[config.mk]
export PLATFORM = sky130hd
export DESIGN_NAME = if_fetch_unit
export DESIGN_NICKNAME = d
export VERILOG_FILES = /design/src/rtl/if_fetch_unit.sv
export SDC_FILE = /design/constraint.sdc
export NUM_CORES = 1
export LEC_CHECK = 0
export CAP_MARGIN = 30
export CORE_MARGIN = 2
export CORE_UTILIZATION = 43
export CTS_CLUSTER_DIAMETER = 200
export CTS_CLUSTER_SIZE = 40
export DETAILED_ROUTE_END_ITERATION = 10
export MAX_ROUTING_LAYER = met4
export PLACE_DENSITY = 0.84
export SLEW_MARGIN = 20
export SYNTH_ARGS = -nofsm -noshare
export SYNTH_HDL_FRONTEND = slang
export SYNTH_SLANG_ARGS = --single-unit
[constraint.sdc]
create_clock -name clk -period 1.97 [get_ports clk]
set_input_delay 0.197 -clock clk [delete_from_list [all_inputs] [get_ports clk]]
set_output_delay 0.197 -clock clk [all_outputs]
set_load 0.03 [all_outputs]
[src/rtl/if_fetch_unit.sv]
// Instruction-fetch sequencer: owns the PC, fetches WORDS memory words per
// instruction over a request/MFC handshake, assembles them into ir_out and
// presents the result to decode under a valid/ack handshake.
// Optional MFC watchdog: define IF_TIMEOUT_EN to build the WAIT-cycle counter
// and the FAULT exit; without it WAIT waits indefinitely and fault stays 0.
module if_fetch_unit #(
  parameter int unsigned        ADDR_W   = 16,
  parameter int unsigned        DATA_W   = 16,
  parameter int unsigned        WORDS    = 2,
  parameter logic [ADDR_W-1:0]  RESET_PC = '0,
  parameter int unsigned        TIMEOUT  = 15
) (
  input  logic                      clk,
  input  logic                      reset,
  input  logic                      start,
  input  logic                      branch_valid,
  input  logic [ADDR_W-1:0]         branch_addr,
  output logic [ADDR_W-1:0]         mem_addr,
  output logic                      mem_en,
  output logic                      mem_rd,
  input  logic [DATA_W-1:0]         mem_data,
  input  logic                      mfc,
  output logic [DATA_W*WORDS-1:0]   ir_out,
  output logic                      ir_valid,
  input  logic                      ir_ack,
  output logic [ADDR_W-1:0]         pc,
  output logic                      busy,
  output logic                      fault
);

  localparam int unsigned KW = (WORDS > 1) ? $clog2(WORDS) : 1;

  // Reject out-of-range configurations at elaboration
  if (WORDS < 1 || WORDS > 8 || TIMEOUT < 1) begin : gBadParams
    $error("if_fetch_unit: WORDS must be 1..8 and TIMEOUT at least 1");
  end

  typedef enum logic [2:0] {
    IDLE,
    ADDR,
    WAIT,
    DONE,
    FAULT
  } state_t;

  state_t        state;
  logic [KW-1:0] wordIdx;

`ifdef IF_TIMEOUT_EN
  localparam int unsigned TW = (TIMEOUT > 1) ? $clog2(TIMEOUT + 1) : 1;
  logic [TW-1:0] waitCnt;
`endif

  // The memory address is always the program counter
  assign mem_addr = pc;

  // Fetch sequencer; every output is updated alongside the state it belongs to
  always_ff @(posedge clk or posedge reset) begin
    if (reset) begin
      state    <= IDLE;
      pc       <= RESET_PC;
      wordIdx  <= '0;
      ir_out   <= '0;
      mem_en   <= 1'b0;
      mem_rd   <= 1'b0;
      ir_valid <= 1'b0;
      busy     <= 1'b0;
      fault    <= 1'b0;
`ifdef IF_TIMEOUT_EN
      waitCnt  <= '0;
`endif
    end else if (branch_valid) begin
      state    <= IDLE;
      pc       <= branch_addr;
      wordIdx  <= '0;
      mem_en   <= 1'b0;
      mem_rd   <= 1'b0;
      ir_valid <= 1'b0;
      busy     <= 1'b0;
      fault    <= 1'b0;
    end else begin
      case (state)
        IDLE: begin
          if (start) begin
            state   <= ADDR;
            wordIdx <= '0;
            mem_en  <= 1'b1;
            mem_rd  <= 1'b1;
            busy    <= 1'b1;
          end
        end
        ADDR: begin
          state <= WAIT;
`ifdef IF_TIMEOUT_EN
          waitCnt <= '0;
`endif
        end
        WAIT: begin
          if (mfc) begin
            ir_out[int'(wordIdx)*DATA_W +: DATA_W] <= mem_data;
            pc <= pc + 1'b1;
            if (wordIdx == KW'(WORDS - 1)) begin
              state    <= DONE;
              mem_en   <= 1'b0;
              mem_rd   <= 1'b0;
              busy     <= 1'b0;
              ir_valid <= 1'b1;
            end else begin
              state   <= ADDR;
              wordIdx <= wordIdx + 1'b1;
            end
          end
`ifdef IF_TIMEOUT_EN
          else if (waitCnt == TW'(TIMEOUT - 1)) begin
            state  <= FAULT;
            mem_en <= 1'b0;
            mem_rd <= 1'b0;
            busy   <= 1'b0;
            fault  <= 1'b1;
          end else begin
            waitCnt <= waitCnt + 1'b1;
          end
`endif
        end
        DONE: begin
          if (ir_ack) begin
            ir_valid <= 1'b0;
            if (start) begin
              state   <= ADDR;
              wordIdx <= '0;
              mem_en  <= 1'b1;
              mem_rd  <= 1'b1;
              busy    <= 1'b1;
            end else begin
              state <= IDLE;
            end
          end
        end
        FAULT: begin
          state <= FAULT;
        end
        default: begin
          state <= IDLE;
        end
      endcase
    end
  end

endmodule

==> run metrics, run 1 <==
Final WS setup=197 ps; Routed WL=6020 um; most common cell after layout, fill and taps aside=clkdlybuf4s50_1; num ports=107; Worst Setup End Kind=primary output; sequential cell area fraction in the yosys report=52.6%; Peak Freq=0.564 GHz; PwrDens=829 nW/um^2; vias per cell=5.15; Worst Setup SP=mem_addr[6]; Placed Instance Area=3760 sq um; Detail Placement HPWL=4500 um; fin crit period=1770 ps; routability cong.=0.922; cell count after synthesis=230; origin of the critical flop-to-flop path=mem_addr[2]; Crit path largest cell delay=740 ps; H-Tree Depth=2; Skew-Pair Late Insertion Delay=310 ps; critical path launch point type=flop; DR vias=2,089; crit-path cells=clkdlybuf4s50_1; predominant post-synthesis flop cell=dfrtp_1; RSZ-0062 raised after global routing=false; setup violators final=0; # DRC=0; outcome=finished clean; root buf cell=clkbuf_8; WP data required=1770 ps; ant diodes=0; die area=6840 sq um; Final ANT Viol Nets=0; final hold violations=0; DRT Pass-1 Iters=4; GRT Residual Overflow=0; Initial Util=44.7%; final instance area=3850 sq um; largest delay contributor family on the critical path=buffers and inverters; Post-synth ARST share=100%; number of nets produced by synthesis=269; CTS tree=done; clk slew on worst S/H paths=110 ps; all-layer global routing usage=18.0%; fin nets=369; die width=82.7 um; critical path's slowest cell=clkdlybuf4s50_1; initial antenna violation count=0; worst-path maximum fanout=6; CTS Buffer Depth=2; first-pass GRT wire length=9180 um; clock sink count=56; Leak=0.00165 uW; row count=28; Clock Skews=9.41 ps; worst hold path type=input port to async pin; setup TNS=0 ps; PostCTS Resize Cnt=0; CP Buf/Inv Count=1; Iteration-0 DRC Markers=102; Die Ht=82.7 um; Post-synth EDFFs=0; layout cells sized above 1=18.1%; post-CTS setup buffers=0; commonest cells after routing, fill and taps aside=clkdlybuf4s50_1, dfrtp_1, mux2_2, nand2_1, o21ai_0; pin count of the biggest net entering global routing=26; Yosys cell types=41; core area=5960 sq um; CP arrival=1580 ps; max-cap viol count=0; Area Overhead vs Synth=44.7%; Seq cells post-synth=56; Yosys warnings=0; VDD IR max=0.000513 V; final worst-path cycle share=90.0%; number of buffers created by CTS=5; Netlist Area Pre-Place=2660 sq um; hold_buf cts=0; Placed Cells=398; critical path class=flop to primary output; Finished Layout Cells=406; vias in the first global route=1,967; number of port buffers=105; Avg WL per Cell=14.8 um; Setup WS pre-CTS=46.7 ps; syn_area_per_cell=11.6 sq um; Slew Viols, Final=0
==> Yosys cell counts (all sizes together), types with 2 or more instances <==
library cell  instances  share of area, %
and2                  2              0.47
nor4                  3              0.94
nor2b                 3              0.70
nand2b                2              0.75
and4                  2              0.70
clkbuf                4              0.70
nand3                 6               1.1
o21ai                18               3.4
nor2                  7              0.99
a31oi                 5               1.2
and3                  4              0.94
or3                   4              0.94
buf                  22               6.2
a21oi                 7               1.3
nand2                18               2.5
o31a                  2              0.66
o211a                 2              0.75
inv                   7              0.99
dfrtp                56                53
xor2                  7               2.3
mux2                 32                14
nand4                 5               2.3
==> per-stage QoR <==
step | utilization [%] | total power, uW | hold slack, ps
after floorplan | - | 2090 | 318
after global placement | 63.2 | 2560 | 487
after detailed placement | 63.2 | 2590 | 493
after CTS | 64.7 | 3220 | 231
after global routing | 64.7 | 3340 | 254
final | 64.7 | 3190 | 209
==> final timing paths <==
| kind | end | cells past startpoint | slack (ps) |
|---|---|---|---|
| worst max-delay path | mem_addr[6] | 1 | 200 |
| worst min-delay path | ir_out[2] | 2 | 210 |
| worst max register to register | mem_addr[15] | 4 | 220 |
| worst min register to register | ir_out[13] | 1 | 510 |
| max in group asynchronous | mem_addr[8] | 3 | 1150 |
| min in group clk | mem_addr[0] | 3 | 440 |
==> state kept, by name (all words and copies together), names as in the netlist <==
signal / cells
ir_valid: 1
mem_en: 1
wordIdx: 1
busy: 1
mem_rd: 1
mem_addr: 16
state: 3
ir_out: 32
==> where the power goes <==
group	switching [uW]	total (uW)	internal [uW]
combinational	610	1140	526
sequential	116	1430	1310
clock	380	634	254
==> logic make-up after synthesis <==
logic type | after synthesis | synth area share, %
buffers and inverters | 33 | 7.85
other | 1 | 0.141
flip-flops | 56 | 52.6
multiplexers | 33 | 13.9
AND/OR/NAND/NOR | 61 | 14.1
XOR/XNOR | 8 | 2.63
AO/OA/AOI/OAI | 37 | 8.22
adder cells (fa/ha/maj) | 1 | 0.470
==> cell type report <==
cell class | instances | area, sq um
fill | 499 | 2100
sequential | 56 | 1400
timing repair buffer | 119 | 1180
multi-input combinational | 141 | 1060
tap | 75 | 93.8
clock buffer | 6 | 72.6
inverter | 7 | 26.3
clock inverter | 2 | 16.3
==> routing by layer <==
layer / GRT usage [%] / vias up / part of all wire [%]
met1: 24.0 / 1017 / 45
met3: 3.15 / 12 / 4.6
met2: 27.9 / 64 / 49
li1: - / 996 / -
met4: 5.74 / 0 / 1.5
met5: - / - / 0
(Power assumes the default switching activity.)
==> run 2: changes to the inputs <==
CAP_MARGIN = unset   (was 30)
==> results of run 2 <==
Final layout, timing and power as in run 1 (identical DEF).
==> run 3: changes to the inputs <==
CORE_ASPECT_RATIO = 0.9   (was unset)
==> run 3 against run 2 <==
- cell count decreased by 1.5%
- critical path depth increased by 3
- via count decreased by 2.2%
- utilization decreased by 1.2 points
- non-clock buffer count decreased by 3
- clock power increased by 0.9%
- global-route usage decreased by 0.40 points
- sequential power about the same
- count of clock-buffer cells in the layout decreased by 1
- largest power group unchanged
- highest routed layer unchanged
==> run metrics, run 3 (same netlist as run 1, synthesis figures left out) <==
outcome=finished clean; pin count of the biggest net entering global routing=57; grt met3 use=3.47%; clock share of power=20.0%; Clock Skews=18.2 ps; Peak Freq=0.571 GHz; max reg flops=32; Avg WL per Cell=14.5 um; clk slew on worst S/H paths=110 ps; largest delay contributor family on the critical path=simple AND/OR/NAND/NOR gates; fin nets=366; clock sink count=56; Crit path largest cell delay=530 ps; Die Ht=78.7 um; Initial Util=44.0%; RSZ-0062 raised after global routing=false; die width=86.9 um; critical path's slowest cell=or4b_1; GRT Residual Overflow=0; ant diodes=0; routability cong.=0.856; layout cells sized above 1=17.7%; initial antenna violation count=0; final worst-path cycle share=88.9%; post-CTS setup buffers=0; all-layer global routing usage=17.6%; number of buffers created by CTS=5; H-Tree Depth=2; setup TNS=0 ps; Area Overhead vs Synth=44.2%; root buf cell=clkbuf_8; critical path launch point type=flop; Internal=2090 uW; most common cell after layout, fill and taps aside=clkdlybuf4s50_1; Routed WL=5780 um; setup violators final=0; crit-path cells=and4_2 > nand4_4 > or4b_1 > a31oi_1; CTS Buffer Depth=2; met1 GRT Util=23.9%; Leak=0.00165 uW; DR vias=2,042; worst-path maximum fanout=9; fin crit period=1750 ps; Worst Setup End Kind=flop; WP data required=2210 ps; commonest cells after routing, fill and taps aside=clkdlybuf4s50_1, dfrtp_1, mux2_2, nand2_1, o21ai_0; CTS tree=done; core area=6050 sq um; PostCTS Resize Cnt=0; Final WS setup=219 ps; Iteration-0 DRC Markers=128; switching power=1100 uW; Skew-Pair Late Insertion Delay=310 ps; # DRC=0; die area=6840 sq um; row count=27; Slew Viols, Final=0; Comb pwr share=35.7%; Detail Placement HPWL=4260 um; vias in the first global route=1,924; CP Buf/Inv Count=0; vias per cell=5.11; PwrDens=831 nW/um^2; hold_buf cts=0; CP arrival=1990 ps; Setup WS pre-CTS=32.3 ps; sequential share of power=44.3%; Final ANT Viol Nets=0; Reg with most FFs=ir_out; critical path class=flop to flop; GRT busiest layer=met2; DRT Pass-1 Iters=4; first-pass GRT wire length=9340 um; met2 Track Usage GR=27.0%; max-cap viol count=0; number of port buffers=105; final hold violations=0; num ports=107; VDD IR max=0.000622 V; worst hold path type=input port to async pin; Sw Ratio=34.5%
## run 3: cell types whose count changed in the layout (fill, tap and decap cells not counted)
cell      delta
clkbuf_1     -1
clkinv_4     -1
buf_4        -4
buf_12       +1
clkinv_2     +1
inv_6        +1
## run 3: power groups by stage
stage	clock network [uW]	registers [uW]	logic (uW)
6_report	640	1410	1140
5_1_grt	703	1430	1200
4_1_cts	659	1420	1150
3_5_place_dp	0	1440	1150
3_3_place_gp	0	1430	1130
2_1_floorplan	0	1750	343
## run 3: tightest hold or removal path: cells and delay by family
kind	cells	cell delay [ps]
buffers and inverters	3	760
## run 3: routing by layer
metal | vias to the layer above | wire, um
li1 | 985 | -
met1 | 993 | 2620
met2 | 55 | 2810
met3 | 9 | 265
met4 | 0 | 89
met5 | - | 0
## run 3: area by class of cell
class                      count  area (sq um)
fill                         484          2210
sequential                    56          1400
timing repair buffer         116          1170
multi-input combinational    141          1060
tap                           72          90.1
clock buffer                   5          68.8
inverter                       7          26.3
clock inverter                 3          21.3
## run 3: metrics by stage
step | cell area [sq um] | hold WS [ps] | instances | power (uW) | utilization (%)
floorplan | 2660 | 318 | 230 | 2090 | -
detailed placement | 3750 | 492 | 392 | 2580 | 62.0
global placement | 3750 | 488 | 392 | 2570 | 62.0
finish | 3840 | 245 | 400 | 3190 | 63.5
CTS | 3840 | 261 | 400 | 3220 | 63.5
global route | 3840 | 275 | 400 | 3330 | 63.5
## run 3: final timing paths
| path | end | slack, ps | cells after the start | startpoint |
|---|---|---|---|---|
| worst min register to register | ir_out[14] | 510 | 1 | ir_out[14] |
| max in group asynchronous | mem_addr[2] | 1450 | 3 | reset |
| worst max register to register | mem_addr[15] | 220 | 4 | mem_addr[3] |
| worst min-delay path | ir_out[4] | 250 | 3 | reset |
| worst max-delay path | mem_addr[15] | 220 | 4 | mem_addr[3] |
| min in group clk | mem_addr[10] | 440 | 3 | branch_addr[10] |
